--- src/rtl/ov7670_capture_if.sv ---
// Camera-side inputs and frame-buffer write outputs of the OV7670 capture stage.
// All signals live in the camera pixel-clock domain; there is no handshake beyond buf_ready.
interface ov7670_capture_if;
    logic        vsync;
    logic        href;
    logic [7:0]  d_in;
    logic        cap_en;
    logic        buf_ready;
    logic [15:0] d_out;
    logic [15:0] w_addr;
    logic        w_en;
    logic        frame_done;
    logic        drop_err;
    logic [7:0]  frame_cnt;

    modport master (
        output vsync, href, d_in, cap_en, buf_ready,
        input  d_out, w_addr, w_en, frame_done, drop_err, frame_cnt
    );

    modport slave (
        input  vsync, href, d_in, cap_en, buf_ready,
        output d_out, w_addr, w_en, frame_done, drop_err, frame_cnt
    );
endinterface

--- src/rtl/ov7670_capture.sv ---
// Pairs OV7670 bytes into RGB565 pixels and writes a cropped window to the frame buffer.
// w_en fires 2 cycles after the low byte; with buf_ready low the pixel is dropped and drop_err latches.
module ov7670_capture #(
    parameter int LINE_W  = 320,
    parameter int CROP_X0 = 32,
    parameter int CROP_Y0 = 0,
    parameter int CROP_W  = 256,
    parameter int CROP_H  = 240
) (
    input  logic            p_clk,
    input  logic            rst_n,
    ov7670_capture_if.slave cam
);

    typedef enum logic [1:0] {IDLE, WAIT_VS_HI, WAIT_VS_LO, ACTIVE} state_t;

    localparam logic [11:0] X_LO  = 12'(CROP_X0);
    localparam logic [11:0] X_W   = 12'(CROP_W);
    localparam logic [11:0] X_MAX = 12'(LINE_W);
    localparam logic [9:0]  Y_LO  = 10'(CROP_Y0);
    localparam logic [9:0]  Y_H   = 10'(CROP_H);

    state_t      r_state;
    logic        r_vs, r_vs_d, r_href, r_href_d;
    logic [7:0]  r_d, r_hi;
    logic        r_phase;
    logic [10:0] r_col;
    logic [8:0]  r_row;
    logic [15:0] r_d_out, r_w_addr;
    logic        r_w_en, r_frame_done, r_drop_err;
    logic [7:0]  r_frame_cnt;

    logic        w_vs_rise, w_vs_fall, w_href_fall, w_in_win;
    logic [11:0] w_col_off;
    logic [9:0]  w_row_off;

    assign w_vs_rise   =  r_vs & ~r_vs_d;
    assign w_vs_fall   = ~r_vs &  r_vs_d;
    assign w_href_fall = ~r_href & r_href_d;

    // Offsets below the origin wrap to large unsigned values and fall outside the window.
    assign w_col_off = {1'b0, r_col} - X_LO;
    assign w_row_off = {1'b0, r_row} - Y_LO;
    assign w_in_win  = (w_col_off < X_W) && ({1'b0, r_col} < X_MAX) && (w_row_off < Y_H);

    always_ff @(posedge p_clk or negedge rst_n) begin
        if (!rst_n) begin
            r_state      <= IDLE;
            r_vs         <= 1'b0;
            r_vs_d       <= 1'b0;
            r_href       <= 1'b0;
            r_href_d     <= 1'b0;
            r_d          <= 8'd0;
            r_hi         <= 8'd0;
            r_phase      <= 1'b0;
            r_col        <= 11'd0;
            r_row        <= 9'd0;
            r_d_out      <= 16'd0;
            r_w_addr     <= 16'd0;
            r_w_en       <= 1'b0;
            r_frame_done <= 1'b0;
            r_drop_err   <= 1'b0;
            r_frame_cnt  <= 8'd0;
        end else begin
            r_vs         <= cam.vsync;
            r_vs_d       <= r_vs;
            r_href       <= cam.href;
            r_href_d     <= r_href;
            r_d          <= cam.d_in;
            r_w_en       <= 1'b0;
            r_frame_done <= 1'b0;

            case (r_state)
                IDLE: begin
                    if (cam.cap_en) r_state <= WAIT_VS_HI;
                end
                WAIT_VS_HI: begin
                    if (r_vs) r_state <= WAIT_VS_LO;
                end
                WAIT_VS_LO: begin
                    if (w_vs_fall) begin
                        r_state    <= ACTIVE;
                        r_row      <= 9'd0;
                        r_col      <= 11'd0;
                        r_phase    <= 1'b0;
                        r_drop_err <= 1'b0;
                    end
                end
                ACTIVE: begin
                    // Frame end wins over a coincident line end; counters reset at next frame start.
                    if (w_vs_rise) begin
                        r_frame_done <= 1'b1;
                        r_frame_cnt  <= r_frame_cnt + 8'd1;
                        r_state      <= cam.cap_en ? WAIT_VS_LO : IDLE;
                    end else if (w_href_fall) begin
                        r_row   <= r_row + 9'd1;
                        r_col   <= 11'd0;
                        r_phase <= 1'b0;
                    end else if (r_href) begin
                        r_phase <= ~r_phase;
                        if (!r_phase) begin
                            r_hi <= r_d;
                        end else begin
                            r_col <= r_col + 11'd1;
                            if (w_in_win) begin
                                if (cam.buf_ready) begin
                                    r_w_en   <= 1'b1;
                                    r_d_out  <= {r_hi, r_d};
                                    r_w_addr <= {w_row_off[7:0], w_col_off[7:0]};
                                end else begin
                                    r_drop_err <= 1'b1;
                                end
                            end
                        end
                    end
                end
                default: r_state <= IDLE;
            endcase
        end
    end

    assign cam.d_out      = r_d_out;
    assign cam.w_addr     = r_w_addr;
    assign cam.w_en       = r_w_en;
    assign cam.frame_done = r_frame_done;
    assign cam.drop_err   = r_drop_err;
    assign cam.frame_cnt  = r_frame_cnt;

endmodule
--- src/flat_wrapper.sv ---
// flat-port wrapper written by rule: the top's interface ports become plain ports
module ov7670_capture_flat 
#(
    parameter int LINE_W  = 320,
    parameter int CROP_X0 = 32,
    parameter int CROP_Y0 = 0,
    parameter int CROP_W  = 256,
    parameter int CROP_H  = 240
)
  (p_clk, rst_n, cam_vsync, cam_href, cam_d_in, cam_cap_en, cam_buf_ready, cam_d_out, cam_w_addr, cam_w_en, cam_frame_done, cam_drop_err, cam_frame_cnt);
  ov7670_capture_if cam_i ();
  input  logic p_clk;
  input  logic rst_n;
  input wire logic [$bits(cam_i.vsync)-1:0] cam_vsync;
  input wire logic [$bits(cam_i.href)-1:0] cam_href;
  input wire logic [$bits(cam_i.d_in)-1:0] cam_d_in;
  input wire logic [$bits(cam_i.cap_en)-1:0] cam_cap_en;
  input wire logic [$bits(cam_i.buf_ready)-1:0] cam_buf_ready;
  output wire logic [$bits(cam_i.d_out)-1:0] cam_d_out;
  output wire logic [$bits(cam_i.w_addr)-1:0] cam_w_addr;
  output wire logic [$bits(cam_i.w_en)-1:0] cam_w_en;
  output wire logic [$bits(cam_i.frame_done)-1:0] cam_frame_done;
  output wire logic [$bits(cam_i.drop_err)-1:0] cam_drop_err;
  output wire logic [$bits(cam_i.frame_cnt)-1:0] cam_frame_cnt;
  assign cam_i.vsync = cam_vsync;
  assign cam_i.href = cam_href;
  assign cam_i.d_in = cam_d_in;
  assign cam_i.cap_en = cam_cap_en;
  assign cam_i.buf_ready = cam_buf_ready;
  assign cam_d_out = cam_i.d_out;
  assign cam_w_addr = cam_i.w_addr;
  assign cam_w_en = cam_i.w_en;
  assign cam_frame_done = cam_i.frame_done;
  assign cam_drop_err = cam_i.drop_err;
  assign cam_frame_cnt = cam_i.frame_cnt;
  ov7670_capture #(.LINE_W(LINE_W), .CROP_X0(CROP_X0), .CROP_Y0(CROP_Y0), .CROP_W(CROP_W), .CROP_H(CROP_H)) u_core (.p_clk(p_clk), .rst_n(rst_n), .cam(cam_i));
endmodule
--- config.mk ---
export PLATFORM = sky130hd
export DESIGN_NAME = ov7670_capture_flat
export DESIGN_NICKNAME = d
export VERILOG_FILES = /design/src/rtl/ov7670_capture_if.sv /design/src/rtl/ov7670_capture.sv /design/src/flat_wrapper.sv
export SDC_FILE = /design/constraint.sdc
export NUM_CORES = 1
export LEC_CHECK = 0
export ABC_CLOCK_PERIOD_IN_PS = 2750
export CORE_ASPECT_RATIO = 1.75
export CORE_MARGIN = 3
export CORE_UTILIZATION = 53
export CTS_CLUSTER_DIAMETER = 50
export DETAILED_ROUTE_END_ITERATION = 7
export GPL_TIMING_DRIVEN = 0
export HOLD_SLACK_MARGIN = 0.02
export PLACE_DENSITY_LB_ADDON = 0.25
export SLEW_MARGIN = 20
export SYNTH_ARGS = -nofsm -noshare
export SYNTH_HDL_FRONTEND = slang
export SYNTH_SLANG_ARGS = --single-unit
--- constraint.sdc ---
create_clock -name p_clk -period 2.75 [get_ports p_clk]
set_clock_uncertainty 0.2 [all_clocks]
set_input_delay 0.4125 -clock p_clk [delete_from_list [all_inputs] [get_ports p_clk]]
set_output_delay 0.4125 -clock p_clk [all_outputs]
set_load 0.01 [all_outputs]
# Word level (Yosys, flattened, before mapping)
# Index checks and enable logic that the tools add are counted.
[op_classes]
add_sub_neg = 4
n_lt_le_gt_ge = 3
n_eq_ne = 16
n_mux = 37
bitwise = 9
reduce_logical = 12
[ops]
columns = ["op", "n"]
rows = [
  ["$mux 11", 5],
  ["$mux 9", 3],
  ["$pmux 11 s2", 1],
  ["$mux 1", 19],
  ["$pmux 9 s2", 1],
  ["$ne 2x1->1 const B", 7],
  ["$lt 12x9->1 const B", 1],
  ["$reduce_and 4->1", 3],
  ["$sub 11x6->12 const B", 1],
  ["$add 11x1->11 const B", 1],
  ["$lt 11x9->1 const B", 1],
  ["$mux 2", 5],
  ["$reduce_and 5->1", 2],
  ["$add 9x1->9 const B", 1],
  ["$lt 9x8->1 const B", 1],
  ["$add 8x1->8 const B", 1],
  ["$ne 2x2->1 const B", 4],
  ["$pmux 2 s4", 1],
  ["$reduce_and 8->1", 1],
  ["$reduce_and 7->1", 1],
  ["$ne 3x1->1 const B", 2],
  ["$not 1->1", 6],
  ["$eq 2x2->1 const B", 2],
  ["$pmux 1 s2", 2],
  ["other kinds (6)", 9],
]
[totals]
register_bits = 86
out_inout_bits = 43
elab_cells = 97

# Logic depth before layout (Yosys ltp)
[depth]
depth_word = 10
depth_mapped = 8

# Least setup slack after synthesis
# Ideal clock, no wire load.
[synth_path]
path_kind = "reg-to-reg"
start = "register u_core.r_col[5]"
end = "register u_core.r_d_out[10], in the netlist u_core.cam.d_out[10]"
setup_time_ns = 0.125
arrival_ns = 1.952
path_slack_ns = 0.473
path_stages_with_launch = 9
path_buffers = 1
cell_sequence = "dfrtp_1 -> inv_1 -> ha_1 -> o21bai_1 -> a21oi_1 -> o211ai_1 -> nor3_4 -> buf_6 -> mux2_2"
[synth_between]
elab_chain_cells = 5
word_cells_on_any_way = 6
classes_between = "add/sub: 1; order compare: 2; reduce/logical: 3"
[synth_rtl]
columns = ["item", "line_no", "source"]
rows = [
  ["start, declared", "ov7670_capture.sv:27", "logic [10:0] r_col;"],
  ["start signal, assigned", "ov7670_capture.sv:104", "r_col <= r_col + 11'd1;"],
  ["$sub 11x6->12", "ov7670_capture.sv:42", "assign w_col_off = {1'b0, r_col} - X_LO;"],
  ["named net u_core.w_col_off[5]", "ov7670_capture.sv:34", "logic [11:0] w_col_off;"],
  ["$lt 12x9->1", "ov7670_capture.sv:44", "assign w_in_win = (w_col_off < X_W) && ({1'b0, r_col} < X_MAX) && (w_row_off < Y_H);"],
  ["$logic_and 1x1->1 (2 in a row)", "ov7670_capture.sv:44", ""],
  ["$reduce_and 7->1 (no line)", "-", ""],
  ["end signal, assigned", "ov7670_capture.sv:108", "r_d_out <= {r_hi, r_d};"],
  ["end, declared", "ov7670_capture.sv:29", "logic [15:0] r_d_out, r_w_addr;"],
]
# The timed path passes the listed nets, and every way through them passes these cells.
# A chain may end at the register's enable or synchronous reset.

# Final worst setup path
[layout_path]
start = "register u_core.r_col[5]"
end = "register u_core.r_w_addr[14], in the netlist u_core.cam.w_addr[14]"
[layout_between]
elab_chain_cells = 5
word_cells_on_any_way = 6
classes_between = "add/sub: 1; order compare: 2; reduce/logical: 3"
[layout_rtl]
columns = ["item", "line_no", "source"]
rows = [
  ["$sub 11x6->12", "ov7670_capture.sv:42", ""],
  ["named net u_core.w_col_off[5]", "ov7670_capture.sv:34", ""],
  ["$lt 12x9->1", "ov7670_capture.sv:44", ""],
  ["$logic_and 1x1->1 (2 in a row)", "ov7670_capture.sv:44", ""],
  ["$reduce_and 7->1 (no line)", "-", ""],
  ["end signal, assigned", "ov7670_capture.sv:109", "r_w_addr <= {w_row_off[7:0], w_col_off[7:0]};"],
  ["end, declared", "ov7670_capture.sv:29", ""],
]
# The timed path passes the listed nets, and every way through them passes these cells.

==> key figures <==
GRT
  – First-pass GRT wire length: 11.50 mm
  – Initial antenna violation count: 0
  – Tot GR Track Use: between 10% and 20%
  – Largest net degree at the start of global routing: between 50 and 60
  – Number of global-route vias before repair: roughly 2500
  – Grt ovf: 0

Yosys
  – Syn avg cell area: between 10 and 15 um^2
  – Synth top area cells: dfrtp_1 (60%), mux2_2 (12%), nand2_1 (2.1%)
  – Synthesized flop and latch total: between 80 and 90
  – Net Count, Synth: about 300
  – Mapped cell area: around 0.0036 mm^2
  – Synth Warn #: 0
  – Seq/Total Area, Yosys: 59.93%
  – Post-synth top flop: dfrtp_1
  – Mapped Cells: around 280
  – Share of the synthesized area in the top cell type: roughly three fifths
  – Post-synth EDFFs: 0
  – Synth async-reset ratio: 100.0%
  – Cell taking the most area after synthesis: dfrtp_1
  – Netlist cell types: between 40 and 50

STA
  – Fin crit share: between 90 and 100%
  – Worst-Margin Slew: around 0.74 ns
  – Final hold vios: 0
  – Crit path time final: approximately 2.6 ns
  – # setup viols final: 0
  – Slew margin rel.: 50.20%
  – Setup Total Neg Slack: 0 ns
  – Setup ws final: 0.1936 ns
  – Pins over their slew limit: 0
  – Max Freq: 391.2 MHz
  – RSZ-0062 raised after global routing: no

Place
  – Placer congestion estimate: a little under 0.8
  – Pre-CTS WS: roughly 0.19 ns
  – Port Buffers: 56
  – DP Area: 0.004279 mm^2
  – Number of cells after detailed placement: 421
  – Post-DP HPWL: just under 5 mm

Worst setup path
  – Critical path class: flip-flop to flip-flop
  – CP arrival: around 2.6 ns
  – Max FO, Critical Path: 10
  – Critical Path Sink Type: flip-flop
  – Startpoint types: flip-flop
  – Required time of the critical path: about 2.8 ns

Cells and area
  – NumNets Final: 370
  – Area Growth Syn to Fin: 27.56%
  – Antenna cells: 0
  – Share of layout cells above drive strength 1: about a fifth
  – Fill cell count: around 490
  – Non-Filler Instances: roughly 440
  – Post-route cell area: between 0.004 and 0.005 mm^2
  – Fin util: a little over two thirds

Detailed routing
  – DR iter-0 viols: approximately 140
  – Mean routed wirelength per cell: 15.39 um
  – Drt total wl: roughly 6.7 mm
  – Drt pass-1 iters: 4
  – Vias/cell: around 5.5
  – DRC viols: 0
  – Antenna-violating nets left: 0
  – Via Count: about 2400

Pwr
  – Sw Pwr: 904.0 uW
  – Clk network pwr share: 35.8%
  – Power Density: around 700 mW/mm^2
  – P_int: between 2000 and 2500 uW
  – Max IR drop VDD: just under 0.5 mV
  – Gate power share: around 17%
  – Switching Fraction: between 20% and 30%
  – Leakage power: approximately 0.0021 uW
  – Flop pwr share: between 40% and 50%

Clocking
  – Root Buffer: clkbuf_16
  – Htree depth: 3
  – Clock buffer depth: 2
  – Clock Pin Slew Worst Setup and Hold Paths: roughly 0.060 ns
  – CTS tree: built
  – CTS Buf Count: 9
  – Clk sinks: 86
  – Setup Buffers After CTS: 0
  – Worst-Skew Late Latency: approximately 0.34 ns

Die
  – Area of the core: 0.006539 mm^2
  – FP Rows: 39
  – Initial core utilization: around 55%
  – Die height: ~110 um
  – Chip width: between 60 and 70 um
  – Die area: 0.007838 mm^2
  – Io pins: 57

Status
  – Status: completed

Run
  – Max-Cap Viols: 0

Min path
  – Hold Crit Class: flip-flop to flip-flop
per-stage QoR:
stage	power [uW]	hold WS (ns)
after floorplan	1892	-0.08309
after global placement	2101	0.2565
after detailed placement	2132	0.1993
after CTS	3320	0.2723
after global routing	3455	0.2887
final	3283	0.2694
timing repair:
item,in CTS,in global routing
resized for setup,0,0
hold buffers,1,0
endpoints found under the hold margin,33,0
sequential cells by signal, summed over array words and instances, names as in the netlist, 2 cells and up:
signal / cells
u_core.cam.w_addr: 16
u_core.cam.frame_cnt: 8
u_core.cam.d_out: 16
u_core.r_hi: 8
u_core.r_row: 9
u_core.r_d: 8
u_core.r_state: 2
u_core.r_col: 11
placed cells by master, fill, tap and decap left out, drive strengths merged, types with 8 or more instances in the layout:
master | synthesis | layout
nor3 | 8 | 8
nand3 | 8 | 8
o21ai | 9 | 9
xnor2 | 8 | 8
dfrtp | 86 | 86
inv | 8 | 8
nand4 | 10 | 10
nor2 | 11 | 11
buf | 8 | 10
a21oi | 11 | 11
clkbuf | 2 | 12
nand2 | 20 | 20
clkdlybuf4s50 | 0 | 55
mux2 | 40 | 40
final timing paths:
path                                               from  cells past startpoint  slack, ns                 endpoint
worst max register to register          u_core.r_col[5]                      8       0.19    u_core.cam.w_addr[14]
worst max-delay path                    u_core.r_col[5]                      8       0.19    u_core.cam.w_addr[14]
worst min-delay path            u_core.cam.frame_cnt[7]                      1       0.27  u_core.cam.frame_cnt[7]
worst min register to register  u_core.cam.frame_cnt[7]                      1       0.27  u_core.cam.frame_cnt[7]
min in group asynchronous                         rst_n                      2       0.37    u_core.cam.w_addr[12]
max in group asynchronous                         rst_n                      3       1.38     u_core.cam.d_out[15]
power by group through the flow:
stage	Clock, uW	Combinational (uW)	Sequential (uW)
2_1_floorplan	0	339	1550
3_3_place_gp	0	538	1560
3_5_place_dp	0	559	1570
4_1_cts	1200	565	1550
5_1_grt	1250	629	1570
6_report	1170	559	1550
worst max-delay path, cell delays in order, from the launching register on:
cell and delay [ns]:
dfrtp_1 0.45, inv_1 0.12, ha_1 0.24, o21bai_1 0.17, a21oi_1 0.15, o211ai_1 0.16, nor3_4 0.39, buf_6 0.22
mux2_2 0.35
kinds of logic (layout without fill, tap and decap cells):
family | count (synthesis) | after routing | synth area share [%]
fa+ha+maj | 5 | 5 | 1.742
simple gates | 82 | 82 | 13.10
compound gates | 35 | 35 | 5.993
mux | 42 | 42 | 13.10
xor+xnor | 14 | 14 | 3.415
buf+inv | 18 | 92 | 2.718
flops | 86 | 86 | 59.93
final cells by class:
class,count,area (um^2),area share (%)
inverters,8,30.03,0.6556
multi-input cells,178,1341,29.28
well taps,82,102.6,2.240
flip-flops and latches,86,2152,46.98
clock inverters,6,62.56,1.366
clock buffers,10,229.0,4.999
repair buffers,58,595.6,13.00
plain buffers,10,67.56,1.475
layer usage:
layer	track usage (%)	wire length (um)	up-vias
met2	33.76	3683	55
li1	-	-	1135
met5	0	0	-
met1	22.26	2620	1221
met4	11.02	136	0
met3	4.790	302	11
synthesized netlist by cell type, types with 2 or more instances:
master	n
o211ai_1	2
buf_2	3
or3_1	4
nor2b_1	2
nand2b_1	6
a21o_1	3
dfrtp_1	86
nor2_1	10
nor3_1	6
o31ai_1	3
inv_1	7
mux2i_1	2
a21oi_1	11
o21ai_0	9
o21bai_1	2
mux2_2	37
or4_1	2
o21a_1	2
mux2_1	3
xor2_1	6
clkbuf_1	2
nand4_1	9
ha_1	5
nand2_1	20
xnor2_1	8
nor4_1	2
nor4b_1	2
nand3_1	7
buf_6	3
No activity file was read; power rests on OpenSTA's default activity.
